<file path="src/rtl/spi_mem_ctrl_if.sv">
// Bus bundle for spi_mem_ctrl: SPI slave word stream, host requester and
// single-port RAM. slave = controller side, master = environment side.
interface spi_mem_ctrl_if #(
  parameter int ADDR_W = 8,
  parameter int DATA_W = 8
);
  // SPI slave side: [ADDR_W+1:ADDR_W] command, [ADDR_W-1:0] payload
  logic [ADDR_W+1:0] rx_data;
  logic              rx_valid;
  logic [DATA_W-1:0] tx_data;
  logic              tx_valid;
  // host requester
  logic              host_req;
  logic              host_we;
  logic [ADDR_W-1:0] host_addr;
  logic [DATA_W-1:0] host_wdata;
  logic              host_gnt;
  logic              host_rvalid;
  logic [DATA_W-1:0] host_rdata;
  // RAM port
  logic              mem_en;
  logic              mem_we;
  logic [ADDR_W-1:0] mem_addr;
  logic [DATA_W-1:0] mem_wdata;
  logic [DATA_W-1:0] mem_rdata;
  // status
  logic              spi_overrun;

  modport slave (
    input  rx_data, rx_valid, host_req, host_we, host_addr, host_wdata, mem_rdata,
    output tx_data, tx_valid, host_gnt, host_rvalid, host_rdata,
           mem_en, mem_we, mem_addr, mem_wdata, spi_overrun
  );

  modport master (
    output rx_data, rx_valid, host_req, host_we, host_addr, host_wdata, mem_rdata,
    input  tx_data, tx_valid, host_gnt, host_rvalid, host_rdata,
           mem_en, mem_we, mem_addr, mem_wdata, spi_overrun
  );
endinterface

</file>
<file path="src/rtl/spi_mem_ctrl.sv">
// SPI command decoder plus two-way round-robin arbiter in front of a single
// port synchronous RAM. SPI data accesses go through a one-deep pending slot;
// the host shares the port with a combinational grant.
module spi_mem_ctrl #(
  parameter int ADDR_W   = 8,
  parameter int DATA_W   = 8,
  parameter bit AUTO_INC = 1'b1
) (
  input  logic          clk,
  input  logic          rst_n,
  spi_mem_ctrl_if.slave bus
);

  typedef enum logic [1:0] {
    S_IDLE    = 2'd0,
    S_PEND    = 2'd1,
    S_RD_WAIT = 2'd2
  } state_t;

  localparam logic [1:0] CMD_WADDR = 2'b00;
  localparam logic [1:0] CMD_WR    = 2'b01;
  localparam logic [1:0] CMD_RADDR = 2'b10;
  localparam logic [1:0] CMD_RD    = 2'b11;

  state_t            r_state;
  logic              r_rx_valid_q;
  logic [ADDR_W-1:0] r_wr_addr;
  logic [ADDR_W-1:0] r_rd_addr;
  logic              r_pend_we;
  logic [DATA_W-1:0] r_pend_wdata;
  logic [DATA_W-1:0] r_tx_data;
  logic              r_tx_valid;
  logic              r_overrun;
  logic              r_rr_spi;      // 1: SPI wins the next tie
  logic              r_host_rd_q;   // host read issued on the last edge
  logic              r_host_rvalid;
  logic [DATA_W-1:0] r_host_rdata;

  logic              w_capture;
  logic [1:0]        w_cmd;
  logic              w_spi_req;
  logic              w_gnt_spi;
  logic              w_gnt_host;

  // Rising edge of rx_valid only; a held level issues one command.
  assign w_capture  = bus.rx_valid & ~r_rx_valid_q;
  assign w_cmd      = bus.rx_data[ADDR_W+1:ADDR_W];

  assign w_spi_req  = (r_state == S_PEND);
  assign w_gnt_spi  = w_spi_req & (~bus.host_req | r_rr_spi);
  assign w_gnt_host = bus.host_req & ~w_gnt_spi;

  // RAM port is driven only in a grant cycle, by the winner.
  always_comb begin
    bus.mem_en    = 1'b0;
    bus.mem_we    = 1'b0;
    bus.mem_addr  = '0;
    bus.mem_wdata = '0;
    if (w_gnt_spi) begin
      bus.mem_en    = 1'b1;
      bus.mem_we    = r_pend_we;
      bus.mem_addr  = r_pend_we ? r_wr_addr : r_rd_addr;
      bus.mem_wdata = r_pend_we ? r_pend_wdata : '0;
    end else if (w_gnt_host) begin
      bus.mem_en    = 1'b1;
      bus.mem_we    = bus.host_we;
      bus.mem_addr  = bus.host_addr;
      bus.mem_wdata = bus.host_wdata;
    end
  end

  // SPI command decode, pending access and read return.
  always_ff @(posedge clk or negedge rst_n) begin
    if (!rst_n) begin
      r_state      <= S_IDLE;
      r_rx_valid_q <= 1'b0;
      r_wr_addr    <= '0;
      r_rd_addr    <= '0;
      r_pend_we    <= 1'b0;
      r_pend_wdata <= '0;
      r_tx_data    <= '0;
      r_tx_valid   <= 1'b0;
      r_overrun    <= 1'b0;
    end else begin
      r_rx_valid_q <= bus.rx_valid;
      if (w_capture) r_tx_valid <= 1'b0;
      case (r_state)
        S_IDLE: begin
          if (w_capture) begin
            case (w_cmd)
              CMD_WADDR: r_wr_addr <= bus.rx_data[ADDR_W-1:0];
              CMD_RADDR: r_rd_addr <= bus.rx_data[ADDR_W-1:0];
              CMD_WR: begin
                r_pend_we    <= 1'b1;
                r_pend_wdata <= bus.rx_data[DATA_W-1:0];
                r_state      <= S_PEND;
              end
              default: begin
                r_pend_we <= 1'b0;
                r_state   <= S_PEND;
              end
            endcase
          end
        end
        S_PEND: begin
          // a new command while one is in flight is dropped
          if (w_capture) r_overrun <= 1'b1;
          if (w_gnt_spi) begin
            if (AUTO_INC) begin
              if (r_pend_we) r_wr_addr <= r_wr_addr + ADDR_W'(1);
              else           r_rd_addr <= r_rd_addr + ADDR_W'(1);
            end
            r_state <= r_pend_we ? S_IDLE : S_RD_WAIT;
          end
        end
        S_RD_WAIT: begin
          if (w_capture) r_overrun <= 1'b1;
          // completion wins over the clear from a dropped capture
          r_tx_data  <= bus.mem_rdata;
          r_tx_valid <= 1'b1;
          r_state    <= S_IDLE;
        end
        default: r_state <= S_IDLE;
      endcase
    end
  end

  // Round-robin pointer: after a grant the other requester has priority.
  always_ff @(posedge clk or negedge rst_n) begin
    if (!rst_n)          r_rr_spi <= 1'b1;
    else if (w_gnt_spi)  r_rr_spi <= 1'b0;
    else if (w_gnt_host) r_rr_spi <= 1'b1;
  end

  // Host read return: RAM data lands the cycle after the access edge.
  always_ff @(posedge clk or negedge rst_n) begin
    if (!rst_n) begin
      r_host_rd_q   <= 1'b0;
      r_host_rvalid <= 1'b0;
      r_host_rdata  <= '0;
    end else begin
      r_host_rd_q   <= w_gnt_host & ~bus.host_we;
      r_host_rvalid <= r_host_rd_q;
      if (r_host_rd_q) r_host_rdata <= bus.mem_rdata;
    end
  end

  assign bus.host_gnt    = w_gnt_host;
  assign bus.host_rvalid = r_host_rvalid;
  assign bus.host_rdata  = r_host_rdata;
  assign bus.tx_data     = r_tx_data;
  assign bus.tx_valid    = r_tx_valid;
  assign bus.spi_overrun = r_overrun;

endmodule

</file>
<file path="src/flat_wrapper.sv">
// flat-port wrapper written by rule: the top's interface ports become plain ports
module spi_mem_ctrl_flat 
#(
  parameter int ADDR_W   = 8,
  parameter int DATA_W   = 8,
  parameter bit AUTO_INC = 1'b1
)
  (clk, rst_n, bus_rx_data, bus_rx_valid, bus_host_req, bus_host_we, bus_host_addr, bus_host_wdata, bus_mem_rdata, bus_tx_data, bus_tx_valid, bus_host_gnt, bus_host_rvalid, bus_host_rdata, bus_mem_en, bus_mem_we, bus_mem_addr, bus_mem_wdata, bus_spi_overrun);
  spi_mem_ctrl_if #(.ADDR_W(ADDR_W), .DATA_W(DATA_W)) bus_i ();
  input  logic clk;
  input  logic rst_n;
  input wire logic [$bits(bus_i.rx_data)-1:0] bus_rx_data;
  input wire logic [$bits(bus_i.rx_valid)-1:0] bus_rx_valid;
  input wire logic [$bits(bus_i.host_req)-1:0] bus_host_req;
  input wire logic [$bits(bus_i.host_we)-1:0] bus_host_we;
  input wire logic [$bits(bus_i.host_addr)-1:0] bus_host_addr;
  input wire logic [$bits(bus_i.host_wdata)-1:0] bus_host_wdata;
  input wire logic [$bits(bus_i.mem_rdata)-1:0] bus_mem_rdata;
  output wire logic [$bits(bus_i.tx_data)-1:0] bus_tx_data;
  output wire logic [$bits(bus_i.tx_valid)-1:0] bus_tx_valid;
  output wire logic [$bits(bus_i.host_gnt)-1:0] bus_host_gnt;
  output wire logic [$bits(bus_i.host_rvalid)-1:0] bus_host_rvalid;
  output wire logic [$bits(bus_i.host_rdata)-1:0] bus_host_rdata;
  output wire logic [$bits(bus_i.mem_en)-1:0] bus_mem_en;
  output wire logic [$bits(bus_i.mem_we)-1:0] bus_mem_we;
  output wire logic [$bits(bus_i.mem_addr)-1:0] bus_mem_addr;
  output wire logic [$bits(bus_i.mem_wdata)-1:0] bus_mem_wdata;
  output wire logic [$bits(bus_i.spi_overrun)-1:0] bus_spi_overrun;
  assign bus_i.rx_data = bus_rx_data;
  assign bus_i.rx_valid = bus_rx_valid;
  assign bus_i.host_req = bus_host_req;
  assign bus_i.host_we = bus_host_we;
  assign bus_i.host_addr = bus_host_addr;
  assign bus_i.host_wdata = bus_host_wdata;
  assign bus_i.mem_rdata = bus_mem_rdata;
  assign bus_tx_data = bus_i.tx_data;
  assign bus_tx_valid = bus_i.tx_valid;
  assign bus_host_gnt = bus_i.host_gnt;
  assign bus_host_rvalid = bus_i.host_rvalid;
  assign bus_host_rdata = bus_i.host_rdata;
  assign bus_mem_en = bus_i.mem_en;
  assign bus_mem_we = bus_i.mem_we;
  assign bus_mem_addr = bus_i.mem_addr;
  assign bus_mem_wdata = bus_i.mem_wdata;
  assign bus_spi_overrun = bus_i.spi_overrun;
  spi_mem_ctrl #(.ADDR_W(ADDR_W), .DATA_W(DATA_W), .AUTO_INC(AUTO_INC)) u_core (.clk(clk), .rst_n(rst_n), .bus(bus_i));
endmodule
</file>
<file path="config.mk">
export PLATFORM = sky130hd
export DESIGN_NAME = spi_mem_ctrl_flat
export DESIGN_NICKNAME = d
export VERILOG_FILES = /design/src/rtl/spi_mem_ctrl_if.sv /design/src/rtl/spi_mem_ctrl.sv /design/src/flat_wrapper.sv
export SDC_FILE = /design/constraint.sdc
export NUM_CORES = 1
export LEC_CHECK = 0
export ABC_AREA = 1
export ABC_CLOCK_PERIOD_IN_PS = 2350
export CAP_MARGIN = 20
export CORE_ASPECT_RATIO = 1.5
export CORE_MARGIN = 1
export CORE_UTILIZATION = 53
export CTS_CLUSTER_DIAMETER = 150
export CTS_CLUSTER_SIZE = 16
export DETAILED_ROUTE_END_ITERATION = 10
export DONT_BUFFER_PORTS = 1
export GPL_TIMING_DRIVEN = 0
export PLACE_DENSITY = 0.77
export SLEW_MARGIN = 20
export SYNTH_ARGS = -nofsm -noshare
export SYNTH_HDL_FRONTEND = slang
export SYNTH_SLANG_ARGS = --single-unit
</file>
<file path="constraint.sdc">
create_clock -name clk -period 2.35 [get_ports clk]
set_clock_uncertainty 0.05 [all_clocks]
set_input_delay 0.47 -clock clk [delete_from_list [all_inputs] [get_ports clk]]
set_output_delay 0.47 -clock clk [all_outputs]
set_load 0.01 [all_outputs]
</file>
==> results.json, run 1 <==
{
  "outcome": "finished, final reports clean",
  "dieArea_um2": 5502,
  "fillCellCount": 457,
  "die_w_um": 60.90,
  "cts_tree": "built",
  "cts-htree-levels": 2,
  "dpl.hpwl_um": 4710,
  "crit_cells": 8,
  "ys_async_sr_fraction": 1.000,
  "fmax_mhz": 448.1,
  "ant_nets": 0,
  "cp_num_buf_inv": 3,
  "ys_seq_area_frac": 0.4451,
  "synth_nets": 408,
  "grt_first_pass_wirelength_um": 9963,
  "synth_area_leaders": "dfrtp_1, nand2_1, nand3_1, o21ai_0, inv_1",
  "antenna_cells": 0,
  "vias": 2400,
  "cts_sinks": 49,
  "drt_wl_total_um": 6292,
  "io_pins": 77,
  "grt_pass1_vias": 2266,
  "synthMostInstantiatedCell": "nand2_1",
  "cp_max_fo": 10,
  "slew_violations": 0,
  "arrival_ps": 1710,
  "rr_worst_depth": 8,
  "slew_headroom": 0.7164,
  "num_rows": 31,
  "path_class": "reg -> out",
  "cts_buffers": 5,
  "ir_worst_vdd_mv": 0.8558,
  "io_buffers": 0,
  "drt_first_iter_violations": 136,
  "areaGrowthSynthToFinish_pct": 10.07,
  "busiest_layer": "met2",
  "cts_root_buf": "clkbuf_8",
  "clock_latency_ps": 310,
  "initial_core_util": 0.5598,
  "min_period_over_period": 0.9497,
  "hold_viol_final": 0,
  "grt_overflow": 0,
  "synthCells": 362,
  "wl_per_cell_um": 14.24,
  "use_met3": 0.06160,
  "synth_top_area_frac": 0.4356,
  "path_cells": "ha_1 -> buf_6 -> nand2_2 -> nand2_4 -> inv_4 -> buf_8 -> nand2_1 -> nand2_1",
  "final_nets": 421,
  "die_h_um": 90.35,
  "synth-seq-cells": 49,
  "clk_pin_slew_ps": 100,
  "clockBufferDepth": 2,
  "synth_edf_count": 0,
  "grtUsageMet1": 0.2604,
  "crit_path_start_kind": "register",
  "dp_cells": 428,
  "critPathSlowestCell": "dfrtp_1",
  "crit_required_ps": 1830,
  "maxCapViolations": 0,
  "end_kind": "output port",
  "critPathTopFamily": "flip-flops",
  "place_congestion": 0.9087,
  "core_um2": 4926,
  "p_leak_nw": 1.555,
  "track_usage": 0.2421,
  "crit_top_cell": "nand2_1",
  "grt_max_degree": 50,
  "synth_cell_type_count": 30,
  "whs_path_depth": 0,
  "critPathMaxStageDelay_ps": 420,
  "period_minus_slack_ps": 2232,
  "viasPerCell": 5.430,
  "stdcell_count": 442,
  "rsz0062_at_grt": "false",
  "tns_ps": 0,
  "synth_commonest_cells": "nand2_1, dfrtp_1, nand3_1",
  "synthFlopType": "dfrtp_1",
  "tightest_slew_ps": 425.4,
  "drtPass1Iterations": 4,
  "yosysWarnings": 0,
  "drc": 0,
  "min_path_type": "in -> reg",
  "fin_util": 0.6162,
  "yosysTopAreaCell": "dfrtp_1",
  "grt_use_met2": 0.4194,
  "drive_above_1_share": 0.1303,
  "synth.avg_cell_area_um2": 7.618,
  "setup-violations-final": 0,
  "grt_antenna_before_repair": 0,
  "syn_area_um2": 2758,
  "power_density_nw_per_um2": 1353
}
[worst paths after layout]
path                                               startpoint                          endpoint  slack [ps]
worst max-delay path            u_core.r_state[0]$_DFFE_PN0P_                  bus_mem_wdata[0]         120
max in group asynchronous                               rst_n       u_core.r_rr_spi$_DFFE_PN1P_        1360
worst max register to register  u_core.r_state[0]$_DFFE_PN0P_   u_core.r_wr_addr[2]$_DFFE_PN0P_         640
worst min register to register   u_core.r_host_rd_q$_DFF_PN0_  u_core.bus.host_rvalid$_DFF_PN0_         370
worst min-delay path                             bus_rx_valid     u_core.r_rx_valid_q$_DFF_PN0_         140
min in group asynchronous                               rst_n      u_core.r_host_rd_q$_DFF_PN0_         600
[power by group]
group          internal (W)  switching (W)  leakage (nW)
combinational      0.000725        0.00123         0.915
clock              0.000243       0.000288        0.0478
sequential          0.00123       0.000390         0.592
total               0.00220        0.00191          1.56
[stage by stage]
| step | hold WS [ps] | worst slack [ps] | total power (W) | instance area [um2] |
|---|---|---|---|---|
| 6_report | 137.2 | 118.1 | 0.004107 | 3035 |
| 5_1_grt | 117.2 | 21.56 | 0.004436 | 3035 |
| 4_1_cts | 129.7 | 48.71 | 0.004083 | 3020 |
| 3_5_place_dp | 125.3 | 186.3 | 0.003463 | 2840 |
| 3_3_place_gp | 125.6 | 226.2 | 0.003396 | 2840 |
| 2_1_floorplan | 124.4 | 434.1 | 0.003038 | 2758 |
[metal layers]
metal,up-vias,part of all wire
li1,1179,-
met4,0,0.035
met2,92,0.52
met3,15,0.065
met1,1114,0.38
met5,-,0
[cell families after synthesis]
| kind of cell | Yosys count | synth area share |
|---|---|---|
| fa+ha+maj | 7 | 0.03176 |
| mux | 8 | 0.03267 |
| buf+inv | 45 | 0.07305 |
| xor+xnor | 1 | 0.003177 |
| simple gates | 200 | 0.3022 |
| flops | 49 | 0.4451 |
| compound gates | 52 | 0.1121 |
[sequential cells by signal, indices dropped and copies added (netlist names), 2 cells and up]
name and count:
u_core.bus.host_rdata 8, u_core.bus.tx_data 8, u_core.r_pend_wdata 8, u_core.r_rd_addr 8, u_core.r_wr_addr 8, u_core.r_state 2
[area by class of cell]
type | instances | area (um2) | area share
buffer | 10 | 78.83 | 0.02597
clock inverter | 2 | 16.27 | 0.005359
tap | 66 | 82.58 | 0.02721
sequential | 49 | 1227 | 0.4044
multi-input combinational | 268 | 1339 | 0.4411
timing repair buffer | 5 | 60.06 | 0.01979
timing repair inverter | 1 | 7.507 | 0.002473
clock buffer | 6 | 82.58 | 0.02721
inverter | 35 | 141.4 | 0.04658
[what timing repair did]
item,CTS,global route
cloned,1,0
hold endpoints to repair,49,0
hold buffers,2,0
pin swaps,0,0
resized for setup,8,3
setup endpoints to repair,10,16
setup buffers,2,1
[layout by cell type (no fill, tap or decap), drive strengths merged]
cell	instances
a21o	1
a21oi	8
a22o	8
buf	12
clkbuf	8
clkinv	2
clkinvlp	2
dfrtp	48
dfstp	1
dlygate4sd3	1
ha	7
inv	34
mux2	8
nand2	138
nand3	32
nor2	29
o21ai	31
o21bai	3
o22ai	1
or2	1
xnor2	1
(Power assumes the default switching activity.)
==> inputs of run 2 (changes only) <==
--- a/config.mk
+++ b/config.mk
@@ -10,13 +10,12 @@
 export CAP_MARGIN = 20
 export CORE_ASPECT_RATIO = 1.5
 export CORE_MARGIN = 1
-export CORE_UTILIZATION = 53
+export CORE_UTILIZATION = 48
 export CTS_CLUSTER_DIAMETER = 150
 export CTS_CLUSTER_SIZE = 16
 export DETAILED_ROUTE_END_ITERATION = 10
-export DONT_BUFFER_PORTS = 1
 export GPL_TIMING_DRIVEN = 0
-export PLACE_DENSITY = 0.77
+export PLACE_DENSITY = 0.89
 export SLEW_MARGIN = 20
 export SYNTH_ARGS = -nofsm -noshare
 export SYNTH_HDL_FRONTEND = slang
==> run 2 against run 1 <==
  * Non-clock buffer count is 82 higher
  * Final cell count is 19% higher
  * Routed wire length is 20% higher
  * Count of clock-buffer cells in the layout is 1 lower
  * Register-to-register slack worse by 80 ps
  * Worst setup slack worse by 93 ps
  * Worst hold slack worse by 100 ps
  * Combinational power is 35% higher
  * Total power is 17% higher
  * Critical path type is now in -> out
  * Flip-flop and latch count stayed put
  * Largest cell class unchanged
==> results.json, run 2 (synthesis gave the netlist of run 1 again) <==
{
  "num_rows": 33,
  "p_leak_nw": 1.911,
  "maxCapViolations": 0,
  "whs_ps": 37.00,
  "critPathSlowestCell": "dlygate4sd2_1",
  "dpl_cell_area_um2": 3621,
  "setup-violations-final": 0,
  "crit_path_start_kind": "input port",
  "drt_wl_total_um": 7529,
  "track_usage": 0.2670,
  "dpl.hpwl_um": 5436,
  "slew_headroom": 0.7108,
  "ir_worst_vdd_mv": 0.6675,
  "initial_core_util": 0.5022,
  "cts_sinks": 49,
  "p_seq_frac": 0.319,
  "hold_buffers": 0,
  "critPathCapture": "bus_mem_wdata[3]",
  "cts-htree-levels": 2,
  "core_um2": 5492,
  "drc": 0,
  "use_met3": 0.06159,
  "busiest_layer": "met2",
  "die_h_um": 94.83,
  "reg2reg_slack_ps": 560,
  "cp_max_fo": 10,
  "io_pins": 77,
  "period_minus_slack_ps": 2325,
  "final_cell_mix": "nand2_1, clkdlybuf4s50_1, dfrtp_1",
  "outcome": "finished, final reports clean",
  "rr_worst_depth": 9,
  "power.share.combinational": 0.552,
  "r2r_end": "u_core.r_wr_addr[2]$_DFFE_PN0P_",
  "final_common_cell": "nand2_1",
  "ant_nets": 0,
  "cts_tree": "built",
  "tns_ps": 0,
  "min_period_over_period": 0.9893,
  "fillCellCount": 437,
  "power.total_w": 0.004800,
  "critPathTopFamily": "buffers and inverters",
  "dieArea_um2": 6058,
  "drive_above_1_share": 0.1510,
  "crit_cells": 9,
  "fmax_mhz": 430.1,
  "grt_overflow": 0,
  "tightest_slew_ps": 433.8,
  "antenna_cells": 0,
  "cp_num_buf_inv": 4,
  "viasPerCell": 5.347,
  "arrival_ps": 1800,
  "clk_pin_slew_ps": 90,
  "grt_use_met2": 0.4645,
  "grtUsageMet1": 0.2803,
  "grt_max_degree": 34,
  "power_density_nw_per_um2": 1262,
  "critPathMaxStageDelay_ps": 400,
  "vias": 2818,
  "place_congestion": 0.9015,
  "cts_buffers": 5,
  "p_sw_w": 0.002079,
  "end_kind": "output port",
  "grt_antenna_before_repair": 0,
  "path_class": "in -> out",
  "design_area_um2": 3802,
  "grt_pass1_vias": 2843,
  "path_cells": "dlygate4sd2_1 -> nand2_2 -> nand2_4 -> nand2_4 -> inv_4 -> buf_6 -> nand2_1 -> nand2_1 -> dlygate4sd2_1",
  "wl_per_cell_um": 14.29,
  "slew_violations": 0,
  "r2r-start": "u_core.r_state[0]$_DFFE_PN0P_",
  "grt_first_pass_wirelength_um": 12310,
  "clockBufferDepth": 2,
  "switching_share": 0.4331,
  "drt_first_iter_violations": 170,
  "final_nets": 502,
  "cts_root_buf": "clkbuf_8",
  "hold_viol_final": 0,
  "internal_power_w": 0.002721,
  "die_w_um": 63.89,
  "drtPass1Iterations": 5,
  "cp-startpoint": "bus_host_req",
  "crit_required_ps": 1830,
  "clkPwrFrac": 0.129,
  "clock_latency_ps": 310,
  "min_path_type": "in -> async",
  "io_buffers": 76,
  "areaGrowthSynthToFinish_pct": 37.89
}
## run 2: cell count changes in the layout (fill, tap and decap cells not counted), sizes merged, moves of 3 or more
cell | previous run | this run
buf | 12 | 20
clkbuf | 8 | 18
clkdlybuf4s15 | 0 | 3
clkdlybuf4s50 | 0 | 55
dlygate4sd2 | 0 | 6
## run 2: how the worst min path moves through the flow
stage                                  from                                   end  slack, ps
2_1_floorplan                         rst_n  u_core.bus.host_rdata[0]$_DFFE_PN0P_        120
3_3_place_gp   u_core.r_host_rd_q$_DFF_PN0_      u_core.bus.host_rvalid$_DFF_PN0_        320
3_5_place_dp   u_core.r_host_rd_q$_DFF_PN0_      u_core.bus.host_rvalid$_DFF_PN0_        310
4_1_cts                               rst_n  u_core.bus.host_rdata[5]$_DFFE_PN0P_         50
5_1_grt                               rst_n    u_core.r_pend_wdata[3]$_DFFE_PN0P_         70
6_report                              rst_n       u_core.r_wr_addr[4]$_DFFE_PN0P_         40
## run 2: through the flow
step	instances	utilization	setup WS (ps)
2_1_floorplan	362	-	434.1
3_3_place_gp	508	0.6566	-676.6
3_5_place_dp	509	0.6594	-630.7
4_1_cts	526	0.6940	9.487
5_1_grt	527	0.6924	-13.19
6_report	527	0.6924	25.20
## run 2: area by class of cell
class | instances | area, um2 | share of cell area
Clock inverter | 3 | 46.29 | 0.01218
Multi-Input combinational cell | 268 | 1349 | 0.3547
Tap cell | 70 | 87.58 | 0.02303
Inverter | 35 | 141.4 | 0.03718
Sequential cell | 49 | 1227 | 0.3228
Timing Repair Buffer | 87 | 800.8 | 0.2106
Buffer | 10 | 81.33 | 0.02139
Clock buffer | 5 | 68.82 | 0.01810
## run 2: what timing repair did
item	in CTS	in global routing
resized for setup	29	32
buffers inserted	9	1
endpoints found under the setup margin	19	19
## run 2: worst register-to-register path, delay by kind of cell (launching register included)
kind,cells,cell delay (ps)
buf+inv,4,500
flops,1,400
compound gates,2,360
fa+ha+maj,1,200
simple gates,2,170
## run 2: power groups by stage
stage               Sequential [W]  Combinational [W]  Clock, W
finish                     0.00153            0.00265  0.000620
global route               0.00158            0.00293  0.000656
CTS                        0.00152            0.00259  0.000623
detailed placement         0.00154            0.00252         0
global placement           0.00152            0.00245         0
floorplan                  0.00154            0.00150         0
## run 2: metal layers
layer / up-vias / wire length (um)
li1: 1346 / -
met1: 1296 / 2805
met2: 132 / 3761
met3: 44 / 509
met4: 0 / 453
met5: - / 0
==> inputs of run 3 (changes only) <==
--- a/config.mk
+++ b/config.mk
@@ -16,6 +16,7 @@
 export DETAILED_ROUTE_END_ITERATION = 10
 export GPL_TIMING_DRIVEN = 0
 export PLACE_DENSITY = 0.89
+export SETUP_SLACK_MARGIN = 0.1
 export SLEW_MARGIN = 20
 export SYNTH_ARGS = -nofsm -noshare
 export SYNTH_HDL_FRONTEND = slang
==> constraint.sdc (replaced) <==
create_clock -name clk -period 2.35 [get_ports clk]
set_clock_uncertainty 0.05 [all_clocks]
set_input_delay 0.235 -clock clk [delete_from_list [all_inputs] [get_ports clk]]
set_output_delay 0.235 -clock clk [all_outputs]
set_load 0.01 [all_outputs]
==> run 3 against run 2 <==
  * Global-route usage shrank 0.13 points
  * Largest cell class unchanged
  * Routed wire length fell by 2.8%
  * Critical path depth unchanged
  * Final area increased by 0.86%
  * Utilization increased by 0.59 points
  * Total power is 0.72% lower
  * Clock power decreased by 0.6%
  * Count of clock-buffer cells in the layout did not move
  * Final cell count did not move
  * Register-to-register slack gained 20 ps
  * Flip-flop and latch count did not move
==> results.json, run 3 (synthesis gave the netlist of run 1 again) <==
{
  "outcome": "finished, final reports clean",
  "wl_per_cell_um": 13.88,
  "ant_nets": 0,
  "vias": 2768,
  "internal_power_w": 0.002724,
  "period_minus_slack_ps": 2173,
  "grt_antenna_before_repair": 0,
  "multi_input_area_um2": 1341,
  "final_nets": 502,
  "cts-htree-levels": 2,
  "cts_root_buf": "clkbuf_8",
  "place_congestion": 0.9015,
  "power_density_nw_per_um2": 1243,
  "areaGrowthSynthToFinish_pct": 39.07,
  "ir_worst_vdd_mv": 0.6787,
  "slew_headroom": 0.7051,
  "die_w_um": 63.89,
  "io_pins": 77,
  "fillCellCount": 441,
  "regArea_um2": 1227,
  "drive_above_1_share": 0.1225,
  "drc": 0,
  "dieArea_um2": 6058,
  "grt_overflow": 0,
  "end_kind": "output port",
  "clock_latency_ps": 310,
  "fmax_mhz": 460.3,
  "whs_ps": 342.9,
  "setup-violations-final": 0,
  "antenna_cells": 0,
  "drt_wl_total_um": 7317,
  "final_common_cell": "nand2_1",
  "clkPwrFrac": 0.129,
  "fin_util": 0.6983,
  "dpl_cell_area_um2": 3621,
  "design_area_um2": 3835,
  "clk_pin_slew_ps": 90,
  "path_cells": "inv_2 -> ha_2 -> buf_6 -> nand2_2 -> nand2_4 -> inv_4 -> buf_4 -> a22o_1 -> dlygate4sd2_1",
  "min_path_type": "in -> async",
  "p_leak_nw": 1.945,
  "cts_tree": "built",
  "maxCapViolations": 0,
  "initial_core_util": 0.5022,
  "r2r-start": "u_core.r_state[0]$_DFFE_PN0P_",
  "crit_required_ps": 2070,
  "io_buffers": 76,
  "drt_first_iter_violations": 137,
  "final_cell_mix": "nand2_1, clkdlybuf4s50_1, dfrtp_1",
  "cp_max_fo": 4,
  "critPathMaxStageDelay_ps": 400,
  "cts_buffers": 5,
  "clockBufferDepth": 2,
  "cts_sinks": 49,
  "p_sw_w": 0.002041,
  "grt_max_degree": 34,
  "dpl.hpwl_um": 5436,
  "switching_share": 0.4284,
  "track_usage": 0.2657,
  "num_rows": 33,
  "die_h_um": 94.83,
  "crit_path_start_kind": "register",
  "min_period_over_period": 0.9245,
  "critPathSlowestCell": "dfrtp_1",
  "cp-startpoint": "u_core.r_state[1]$_DFFE_PN0P_",
  "core_um2": 5492,
  "drtPass1Iterations": 5,
  "rsz0062_at_grt": "false",
  "slew_violations": 0,
  "path_class": "reg -> out",
  "viasPerCell": 5.252,
  "arrival_ps": 1890,
  "p_seq_frac": 0.320,
  "power.share.combinational": 0.551,
  "hold_viol_final": 0,
  "tightest_slew_ps": 442.4,
  "grt_pass1_vias": 2829,
  "grt_first_pass_wirelength_um": 12250
}
[run 3: cell type report]
type	instances	share of cell area
Multi-Input combinational cell	268	0.3498
Sequential cell	49	0.3201
Timing Repair Buffer	87	0.2209
Inverter	35	0.03687
Tap cell	70	0.02284
Buffer	10	0.01958
Clock buffer	5	0.01794
Clock inverter	3	0.01207
[run 3: path summary, 6_finish.rpt]
check                                                    endpoint  slack [ps]  depth (start not counted)
worst max-delay path                              bus_mem_addr[5]         180                          9
worst min-delay path              u_core.r_rd_addr[4]$_DFFE_PN0P_         340                          2
worst max register to register  u_core.bus.tx_data[7]$_DFFE_PN0P_         580                          7
worst min register to register   u_core.bus.host_rvalid$_DFF_PN0_         340                          0
max in group asynchronous             u_core.r_rr_spi$_DFFE_PN1P_        1320                          3
min in group clk                 u_core.bus.host_rvalid$_DFF_PN0_         340                          0
[run 3: power groups by stage]
stage / sequential, W / combinational, W / clock, W
2_1_floorplan: 0.00154 / 0.00150 / 0
3_3_place_gp: 0.00152 / 0.00245 / 0
3_5_place_dp: 0.00154 / 0.00252 / 0
4_1_cts: 0.00152 / 0.00258 / 0.000623
5_1_grt: 0.00158 / 0.00292 / 0.000654
6_report: 0.00153 / 0.00262 / 0.000616
[run 3: through the flow]
stage	setup slack [ps]	total power, W	instances	setup TNS [ps]
2_1_floorplan	669.1	0.003038	362	0
4_1_cts	130.6	0.004725	525	0
6_report	177.4	0.004766	527	0
3_5_place_dp	-160.7	0.004056	509	-1400
5_1_grt	91.72	0.005146	527	0
3_3_place_gp	-441.6	0.003967	508	-21660
[run 3: worst max-delay path, delay by kind of cell (launching register included)]
kind	cells	cell delay, ps
adder cells (fa/ha/maj)	1	180
flip-flops	1	400
AND/OR/NAND/NOR	2	180
buffers and inverters	5	650
AO/OA/AOI/OAI	1	170
[run 3: timing repair]
action | CTS | global route
pin swaps | 0 | 0
hold buffers | 1 | 0
endpoints found under the setup margin | 19 | 12
setup buffers | 7 | 2
hold endpoints to repair | 16 | 0
resized for setup | 27 | 4
[run 3: layer usage]
layer	routed length (um)	part of all wire	vias up	track usage
met3	490	0.067	34	0.06522
met4	371	0.051	0	0.1970
met5	0	0	-	0
met2	3671	0.50	127	0.4601
met1	2782	0.38	1263	0.2756
li1	-	-	1344	-
